[config.mk]
export PLATFORM = sky130hd
export DESIGN_NAME = ahb_interconnect_flat
export DESIGN_NICKNAME = d
export VERILOG_FILES = /design/src/rtl/ahb_pkg.sv /design/src/rtl/ahb_interconnect_if.sv /design/src/rtl/ahb_default_slave.sv /design/src/rtl/ahb_interconnect.sv /design/src/flat_wrapper.sv
export SDC_FILE = /design/constraint.sdc
export NUM_CORES = 1
export LEC_CHECK = 0
export CORE_MARGIN = 3
export CORE_UTILIZATION = 28
export CTS_BUF_LIST = sky130_fd_sc_hd__clkbuf_4
export CTS_CLUSTER_SIZE = 28
export DETAILED_ROUTE_END_ITERATION = 16
export PLACE_DENSITY = 0.81
export SYNTH_ARGS = -nofsm -noshare
export SYNTH_HDL_FRONTEND = slang
export SYNTH_SLANG_ARGS = --single-unit
[constraint.sdc]
create_clock -name hclk -period 1.25 [get_ports hclk]
set_input_delay 0.125 -clock hclk [delete_from_list [all_inputs] [get_ports hclk]]
set_output_delay 0.125 -clock hclk [all_outputs]
set_load 0.01 [all_outputs]
[src/rtl/ahb_pkg.sv]
// Shared AHB-Lite constants and state encodings for the interconnect and its
// built-in default slave.
package ahb_pkg;

  localparam logic [1:0] HTRANS_IDLE   = 2'b00;
  localparam logic [1:0] HTRANS_BUSY   = 2'b01;
  localparam logic [1:0] HTRANS_NONSEQ = 2'b10;
  localparam logic [1:0] HTRANS_SEQ    = 2'b11;

  localparam logic HRESP_OKAY  = 1'b0;
  localparam logic HRESP_ERROR = 1'b1;

  typedef enum logic [1:0] {
    DS_IDLE = 2'd0,
    DS_ERR1 = 2'd1,
    DS_ERR2 = 2'd2
  } ds_state_t;

  typedef enum logic [1:0] {
    DSEL_NONE = 2'd0,
    DSEL_SLV  = 2'd1,
    DSEL_DEF  = 2'd2
  } dsel_kind_t;

endpackage

[src/rtl/ahb_interconnect_if.sv]
// Bus bundle between the AHB master, the interconnect and its slaves.
// The slave modport is the interconnect's view.
interface ahb_interconnect_if #(
  parameter int DW   = 8,
  parameter int AW   = 11,
  parameter int NSLV = 2
) ();

  logic [AW-1:0]      haddr;
  logic [1:0]         htrans;
  logic [NSLV-1:0]    hsel;
  logic               hready;
  logic               hresp;
  logic [DW-1:0]      hrdata;
  logic [NSLV-1:0]    hreadyout_s;
  logic [NSLV-1:0]    hresp_s;
  logic [NSLV*DW-1:0] hrdata_s;

  modport slave (
    input  haddr, htrans, hreadyout_s, hresp_s, hrdata_s,
    output hsel, hready, hresp, hrdata
  );

  modport master (
    output haddr, htrans, hreadyout_s, hresp_s, hrdata_s,
    input  hsel, hready, hresp, hrdata
  );

endinterface

[src/rtl/ahb_default_slave.sv]
// Default slave for unmapped addresses: two-cycle ERROR response and a
// saturating decode-error counter.
module ahb_default_slave
  import ahb_pkg::*;
#(
  parameter int ERRW = 8
) (
  input  logic            hclk,
  input  logic            hresetn,
  input  logic            hready,
  input  logic            err_req,
  output logic            ds_ready,
  output logic            ds_resp,
  output logic [ERRW-1:0] err_count
);

  ds_state_t state, state_next;

  always_ff @(posedge hclk or negedge hresetn) begin
    if (!hresetn) begin
      state <= DS_IDLE;
    end else begin
      state <= state_next;
    end
  end

  // ERR1 stalls the master, ERR2 completes the error and may accept a new one
  always_comb begin
    state_next = state;
    ds_ready   = 1'b1;
    ds_resp    = HRESP_OKAY;
    case (state)
      DS_IDLE: begin
        if (hready && err_req) state_next = DS_ERR1;
      end
      DS_ERR1: begin
        ds_ready   = 1'b0;
        ds_resp    = HRESP_ERROR;
        state_next = DS_ERR2;
      end
      DS_ERR2: begin
        ds_resp    = HRESP_ERROR;
        state_next = (hready && err_req) ? DS_ERR1 : DS_IDLE;
      end
      default: state_next = DS_IDLE;
    endcase
  end

  always_ff @(posedge hclk or negedge hresetn) begin
    if (!hresetn) begin
      err_count <= '0;
    end else if (state_next == DS_ERR1 && err_count != {ERRW{1'b1}}) begin
      err_count <= err_count + 1'b1;
    end
  end

endmodule

[src/rtl/ahb_interconnect.sv]
// Single-master AHB-Lite interconnect: address decoder, data-phase aligned
// response multiplexer and built-in default slave for NSLV slaves.
module ahb_interconnect
  import ahb_pkg::*;
#(
  parameter int DW   = 8,
  parameter int AW   = 11,
  parameter int NSLV = 2,
  parameter int IDXW = 1,
  parameter int ERRW = 8
) (
  input  logic              hclk,
  input  logic              hresetn,
  ahb_interconnect_if.slave bus,
  output logic [ERRW-1:0]   err_count
);

  localparam int SW = (NSLV > 1) ? $clog2(NSLV) : 1;

  logic [IDXW-1:0] idx;
  logic            mapped;
  logic            active;
  logic            ds_ready;
  logic            ds_resp;
  dsel_kind_t      dsel_kind;
  logic [SW-1:0]   dsel_slv;

  assign idx    = bus.haddr[AW-1 -: IDXW];
  assign mapped = int'(idx) < NSLV;

  always_comb begin
    bus.hsel = '0;
    for (int k = 0; k < NSLV; k++) bus.hsel[k] = (int'(idx) == k);
  end

  always_comb begin
    active = 1'b0;
    case (bus.htrans)
      HTRANS_NONSEQ, HTRANS_SEQ: active = 1'b1;
      HTRANS_IDLE, HTRANS_BUSY:  active = 1'b0;
      default:                   active = 1'b0;
    endcase
  end

  // Data-phase owner only advances when the current data phase completes
  always_ff @(posedge hclk or negedge hresetn) begin
    if (!hresetn) begin
      dsel_kind <= DSEL_NONE;
      dsel_slv  <= '0;
    end else if (bus.hready) begin
      if (!active) begin
        dsel_kind <= DSEL_NONE;
      end else if (mapped) begin
        dsel_kind <= DSEL_SLV;
        dsel_slv  <= SW'(idx);
      end else begin
        dsel_kind <= DSEL_DEF;
      end
    end
  end

  always_comb begin
    bus.hready = 1'b1;
    bus.hresp  = HRESP_OKAY;
    bus.hrdata = '0;
    case (dsel_kind)
      DSEL_SLV: begin
        bus.hready = bus.hreadyout_s[dsel_slv];
        bus.hresp  = bus.hresp_s[dsel_slv];
        bus.hrdata = bus.hrdata_s[int'(dsel_slv)*DW +: DW];
      end
      DSEL_DEF: begin
        bus.hready = ds_ready;
        bus.hresp  = ds_resp;
      end
      default: ;
    endcase
  end

  ahb_default_slave #(.ERRW(ERRW)) u_default_slave (
    .hclk      (hclk),
    .hresetn   (hresetn),
    .hready    (bus.hready),
    .err_req   (active && !mapped),
    .ds_ready  (ds_ready),
    .ds_resp   (ds_resp),
    .err_count (err_count)
  );

endmodule
[src/flat_wrapper.sv]
// flat-port wrapper written by rule: the top's interface ports become plain ports
module ahb_interconnect_flat import ahb_pkg::*;
#(
  parameter int DW   = 8,
  parameter int AW   = 11,
  parameter int NSLV = 2,
  parameter int IDXW = 1,
  parameter int ERRW = 8
)
  (hclk, hresetn, err_count, bus_haddr, bus_htrans, bus_hreadyout_s, bus_hresp_s, bus_hrdata_s, bus_hsel, bus_hready, bus_hresp, bus_hrdata);
  ahb_interconnect_if #(.DW(DW), .AW(AW), .NSLV(NSLV)) bus_i ();
  input  logic hclk;
  input  logic hresetn;
  output logic [ERRW-1:0] err_count;
  input wire logic [$bits(bus_i.haddr)-1:0] bus_haddr;
  input wire logic [$bits(bus_i.htrans)-1:0] bus_htrans;
  input wire logic [$bits(bus_i.hreadyout_s)-1:0] bus_hreadyout_s;
  input wire logic [$bits(bus_i.hresp_s)-1:0] bus_hresp_s;
  input wire logic [$bits(bus_i.hrdata_s)-1:0] bus_hrdata_s;
  output wire logic [$bits(bus_i.hsel)-1:0] bus_hsel;
  output wire logic [$bits(bus_i.hready)-1:0] bus_hready;
  output wire logic [$bits(bus_i.hresp)-1:0] bus_hresp;
  output wire logic [$bits(bus_i.hrdata)-1:0] bus_hrdata;
  assign bus_i.haddr = bus_haddr;
  assign bus_i.htrans = bus_htrans;
  assign bus_i.hreadyout_s = bus_hreadyout_s;
  assign bus_i.hresp_s = bus_hresp_s;
  assign bus_i.hrdata_s = bus_hrdata_s;
  assign bus_hsel = bus_i.hsel;
  assign bus_hready = bus_i.hready;
  assign bus_hresp = bus_i.hresp;
  assign bus_hrdata = bus_i.hrdata;
  ahb_interconnect #(.DW(DW), .AW(AW), .NSLV(NSLV), .IDXW(IDXW), .ERRW(ERRW)) u_core (.hclk(hclk), .hresetn(hresetn), .bus(bus_i), .err_count(err_count));
endmodule
* Word level (Yosys, flattened, before mapping)
Cells that the tools add are included.
** Word-level totals
- Flip-flop bits (word level) :: 13
- Bits in latches :: 0
- Bits in writable memories :: 0
- ROM bits :: 0
- Bits of input ports :: 35
- Output and inout port bits :: 20
- Word-level logic and storage cells :: 36
- Memories kept :: 0
** Cells by class
- Add/subtract/negate cells :: 1
- Multipliers :: 0
- Divide/modulo/power cells :: 0
- $lt $le $gt $ge :: 1
- Equal/unequal tests :: 9
- Shift-type cells :: 1
- Multiplexer cells :: 12
- Bitwise gates (word level) :: 1
- Reductions and logical operators :: 7
** Operators with widths (count)
- $shiftx A16 B5 Y8 :: 1
- $add A8 B1 Y8 const B :: 1
- $eq A2 B1 Y1 const B :: 4
- $eq A2 B2 Y1 const B :: 4
- $mux W8 :: 1
- $ne A8 B8 Y1 const B :: 1
- $mux W1 :: 7
- $pmux W1 S2 :: 3
- $reduce_or A2 Y1 :: 3
- $logic_not A2 Y1 :: 2
- $pmux W2 S2 :: 1
- $lt A1 B2 Y1 const B :: 1
- $reduce_and A2 Y1 :: 1
- $logic_and A1 B1 Y1 :: 1
- $not A1 Y1 :: 1

* Logic depth before layout (Yosys ltp)
Gate-level depths: netlist of run 1.
- Word-level depth :: 4
- Depth in mapped cells :: 4
- Gate-level depth less buffers :: 3

* Modules after synthesis
Synthesis of run 1 repeated with hierarchy kept, for this count alone.
** Unflattened totals
- Cells, all modules :: 81
- Area total of the unflattened synthesis :: 788.3 um^2
** By module, submodules not included
- ahb_default_slave :: instances 1, cells each 47, area an instance 513.0 um^2
- ahb_interconnect :: instances 1, cells each 34, area an instance 275.3 um^2

* Worst setup path before layout of run 1
No wires, ideal clock.
- Path kind :: reg2reg
- Start point :: register u_core.dsel_slv
- End point :: register u_core.dsel_kind[0]
- Library setup time :: 0.067 ns
- Arrival time :: 0.920 ns
- Path slack :: 0.263 ns
- Cell stages (with the launch flop) :: 5
- Buffers on the path :: 1
- Path through :: dfrtp_1 buf_6 mux2i_1 nand2_1 nand2_1
** Between the ends
- Word-level cells in the longest chain between the ends :: 3
** RTL lines
- from (decl) :: line ahb_interconnect.sv:26 : logic [SW-1:0] dsel_slv;
- from (signal assigned) :: line ahb_interconnect.sv:55 : dsel_slv <= SW'(idx);
- $mux W1 (implied by the code) (2 in a row) :: line ahb_interconnect.sv:68 : bus.hready = bus.hreadyout_s[dsel_slv];
- $pmux W1 S2 :: line ahb_interconnect.sv:66 : case (dsel_kind)
- net bus_hready :: line flat_wrapper.sv:21 : output wire logic [$bits(bus_i.hready)-1:0] bus_hready;
- to (signal assigned) :: line ahb_interconnect.sv:52 : dsel_kind <= DSEL_NONE;
- to (signal assigned) :: line ahb_interconnect.sv:54 : dsel_kind <= DSEL_SLV;
- to (signal assigned) :: line ahb_interconnect.sv:57 : dsel_kind <= DSEL_DEF;
- to (decl) :: line ahb_interconnect.sv:25 : dsel_kind_t dsel_kind;
The timed path passes the listed nets, and every way through them passes these cells. The select of a mux whose other input is x is not followed.
A chain may end at the register's enable or synchronous reset.

* Worst setup path after layout of run 1
- Start point :: register u_core.dsel_slv
- End point :: output bus_hready
** Between the ends
- Word-level cells in the longest chain between the ends :: 3
** RTL lines (line)
- $mux W1 (implied by the code) (2 in a row) :: ahb_interconnect.sv:68
- $pmux W1 S2 :: ahb_interconnect.sv:66
- to (decl) :: flat_wrapper.sv:21
Every way passes these cells. The select of a mux whose other input is x is not followed.

==> results of run 1 <==
## cells in the mapped netlist, drive strengths merged
cell     n  area (um^2)
a21oi    2        10.01
nand2    2        7.510
clkbuf   9        33.78
nand2b   1        6.260
dfrtp   10        250.2
inv      2        7.510
o21ai    1        5.000
nor2b   10        62.56
mux2i   10        100.1
buf      2        18.77
## metal layers
metal | vias to the layer above | GRT usage | share of wire
li1 | 230 | - | -
met1 | 205 | 0.1262 | 0.40
met2 | 25 | 0.2087 | 0.52
met3 | 0 | 0.03988 | 0.083
met4 | 0 | 0.01422 | 0
met5 | - | 0 | 0
## layout make-up
class / count / share of cell area
inverters: 2 / 0.008086
flip-flops and latches: 10 / 0.2695
repair buffers: 49 / 0.4528
clock buffers: 3 / 0.02426
clock inverters: 1 / 0.004043
multi-input cells: 26 / 0.2089
well taps: 24 / 0.03235
## kinds of logic after synthesis
logic type,after synthesis,synth area share
AND/OR/NAND/NOR,13,0.1521
buffers and inverters,13,0.1197
flip-flops,10,0.4988
multiplexers,10,0.1995
AO/OA/AOI/OAI,3,0.02992
## report_power, final
group / internal, mW / total, mW / switching (mW)
logic: 0.184 / 0.297 / 0.113
clock network: 0.115 / 0.213 / 0.0978
registers: 0.331 / 0.344 / 0.0123
## worst max-delay path by stage
| stage | from | to | slack [ns] | cells past startpoint |
|---|---|---|---|---|
| final | u_core.dsel_slv | bus_hready | -0.06 | 4 |
| after global routing | u_core.dsel_slv | bus_hready | -0.13 | 4 |
| after CTS | u_core.dsel_slv | bus_hrdata[3] | -0.07 | 4 |
| after floorplan | u_core.dsel_slv | u_core.dsel_kind[0] | 0.26 | 4 |
| after detailed placement | bus_hrdata_s[11] | bus_hrdata[3] | -0.22 | 4 |
| after global placement | u_core.dsel_slv | bus_hrdata[6] | -0.17 | 4 |
## sequential cells by signal (all words and copies together), names as in the netlist
register / flops
u_core.dsel_slv: 1
u_core.dsel_kind: 1
u_core.u_default_slave.err_count: 8
## metrics by stage
step	setup TNS, ns	power [mW]	util	area, um^2
detailed placement	-1.813	0.6746	0.5895	939.7
global route	-0.9892	0.9074	0.5824	928.4
global placement	-1.632	0.6688	0.5895	939.7
CTS	-0.3714	0.8652	0.5808	925.9
floorplan	0	0.4816	-	501.7
finish	-0.2289	0.8532	0.5824	928.4
## worst reg2reg max path: stages, from the launching register on
cell and delay [ns]:
sky130_fd_sc_hd__dfrtp_1 0.37, sky130_fd_sc_hd__buf_6 0.14, sky130_fd_sc_hd__mux2i_1 0.18, sky130_fd_sc_hd__nand2_1 0.08
sky130_fd_sc_hd__buf_4 0.15, sky130_fd_sc_hd__buf_4 0.13, sky130_fd_sc_hd__nand2_2 0.04
## timing repair
| action | in CTS | in global routing |
|---|---|---|
| setup buffers | 2 | 1 |
| pin swaps | 0 | 1 |
| hold buffers | 0 | 0 |
| gates resized for setup | 52 | 1 |
| setup endpoints to repair | 20 | 11 |
==> parameters.txt, run 1 <==
Parameter                              Value

Final layout
  Fraction of final layout cells with drive strength greater than 1    0.2198
  Area Overhead vs Synth    85.04%
  Layout Cells excl Fill    115
  Leading cell type in the layout, fill and taps excluded    sky130_fd_sc_hd__clkdlybuf4s50_1
  Storage element area    between 200 and 300 um^2
  Filler cell count in the final layout    approximately 140
  Number of inserted diodes    0
  Net count reported at finish    approximately 130
  Area occupied by multi-input gates    between 150 and 200 um^2

Setup path
  Family of cells with the greatest summed delay on the critical path    flip-flops
  Logic depth of the worst register-to-register path    6
  Kind of launch point of the worst setup path    flop
  Max FO, Critical Path    6
  Crit path largest cell delay    roughly 0.37 ns
  Cell with the largest stage delay on the worst path    sky130_fd_sc_hd__dfrtp_1
  Ordered cell list for the critical path    buf_6 -> mux2i_1 -> nand2_1 -> buf_2
  Crit path buffers/inverters    2
  Endpoint kind of the worst setup timing path    primary output
  Arrival time of the worst setup path    between 1 and 1.5 ns
  Critical register-to-register path startpoint    u_core.dsel_slv
  Reg-to-reg setup timing slack    0.10 ns
  R2r endpoint    u_core.dsel_kind[0]
  Data required time of the critical path    roughly 1.1 ns
  Classification of the worst setup path    flop to primary output

Timing
  Number of pins with negative max-slew slack in the final report    0
  Top achievable clock speed    0.7631 GHz
  Skew final    just over 0.00003 ns
  Worst hold-check slack    0.1641 ns
  Setup repair after global routing missed its margin    yes
  Final setup vio count    10
  Fin worst setup slack    -0.06038 ns
  Crit path time final    between 1 and 1.5 ns
  Tcrit/Tclk final    1.048
  Worst slew pin tran    just over 0.4 ns
  Number of hold violations in the final report    0
  Headroom to the max-slew limit    0.7286

Place
  Weighted congestion reported at the end of routability-driven placement    around 0.67
  Number of I/O port buffers    43
  Detailed Place HPWL    between 1 and 1.5 mm
  Number of placed instances, taps included    ~110
  Worst setup slack before clock tree synthesis    -0.2180 ns

Status
  Outcome    finished, violations left
  Violated checks    negative setup slack

Detailed routing
  Post-detailed-route count of antenna-violating nets    0
  Routed wirelength normalized by instance count    between 10 and 15 um
  Number of DRC markers in iteration 0    4
  Final Routed Wirelength    around 1.3 mm
  Overall via count from detail_route    460
  Number of DRC violations after detailed routing    0
  Vias/cell    4.000
  Number of iterations in the first detailed-routing pass    4

GRT
  Total congestion overflow    0
  Pin count of the biggest net entering global routing    13
  Initial antenna violation count    0
  Vias in the first global route    475
  Total Routing Usage GR    0.1124
  First-pass GRT wire length    about 2.1 mm

Synthesis
  Synth Register Bits    10
  Number of distinct standard cells referenced by the synthesized netlist    11
  Net count of the mapped netlist    84
  Number of synthesis warnings    0
  Sequential element share of the synthesized area    0.4988
  Area of the mapped netlist    ~500 um^2
  Post-synthesis average cell area    around 10 um^2
  Post-synthesis instance total    slightly below 50

Die
  Die area    between 0.002 and 0.0025 mm^2
  Initial standard-cell utilization of the core    0.3148
  Die Height    48.33 um
  Die outline width    between 40 and 50 um
  Row count    14
  Core Area    ~0.0016 mm^2
  I/O pin count    55

Clock network
  Clock root cell    sky130_fd_sc_hd__clkbuf_4
  H-Tree Level Count    1
  Clock slew seen by the registers of the worst setup and hold paths    approximately 0.060 ns
  Max clock buf depth    2
  TritonCTS Buffers    3
  TritonCTS clock tree    built
  Worst-Skew Late Latency    approximately 0.25 ns
  Clock Sink Count    10

Run
  Max-cap violations    0

Power and ir drop
  Power per cell area    919.0 mW/mm^2
  Max rail drop VDD    ~0.8 mV
  Leakage power figure    a little under 0.5 nW

Hold path
  Worst min path class    input port to asynchronous set/reset pin
Power figures use the tool's default switching activity.
==> run 2: changes to the inputs <==
--- a/config.mk
+++ b/config.mk
@@ -8,6 +8,7 @@
 export CORE_MARGIN = 3
 export CORE_UTILIZATION = 28
 export CTS_BUF_LIST = sky130_fd_sc_hd__clkbuf_4
+export CTS_CLUSTER_DIAMETER = 200
 export CTS_CLUSTER_SIZE = 28
 export DETAILED_ROUTE_END_ITERATION = 16
 export PLACE_DENSITY = 0.81
==> results of run 2 <==
Same layout as run 1: the final DEF is identical, and so are final timing and power.
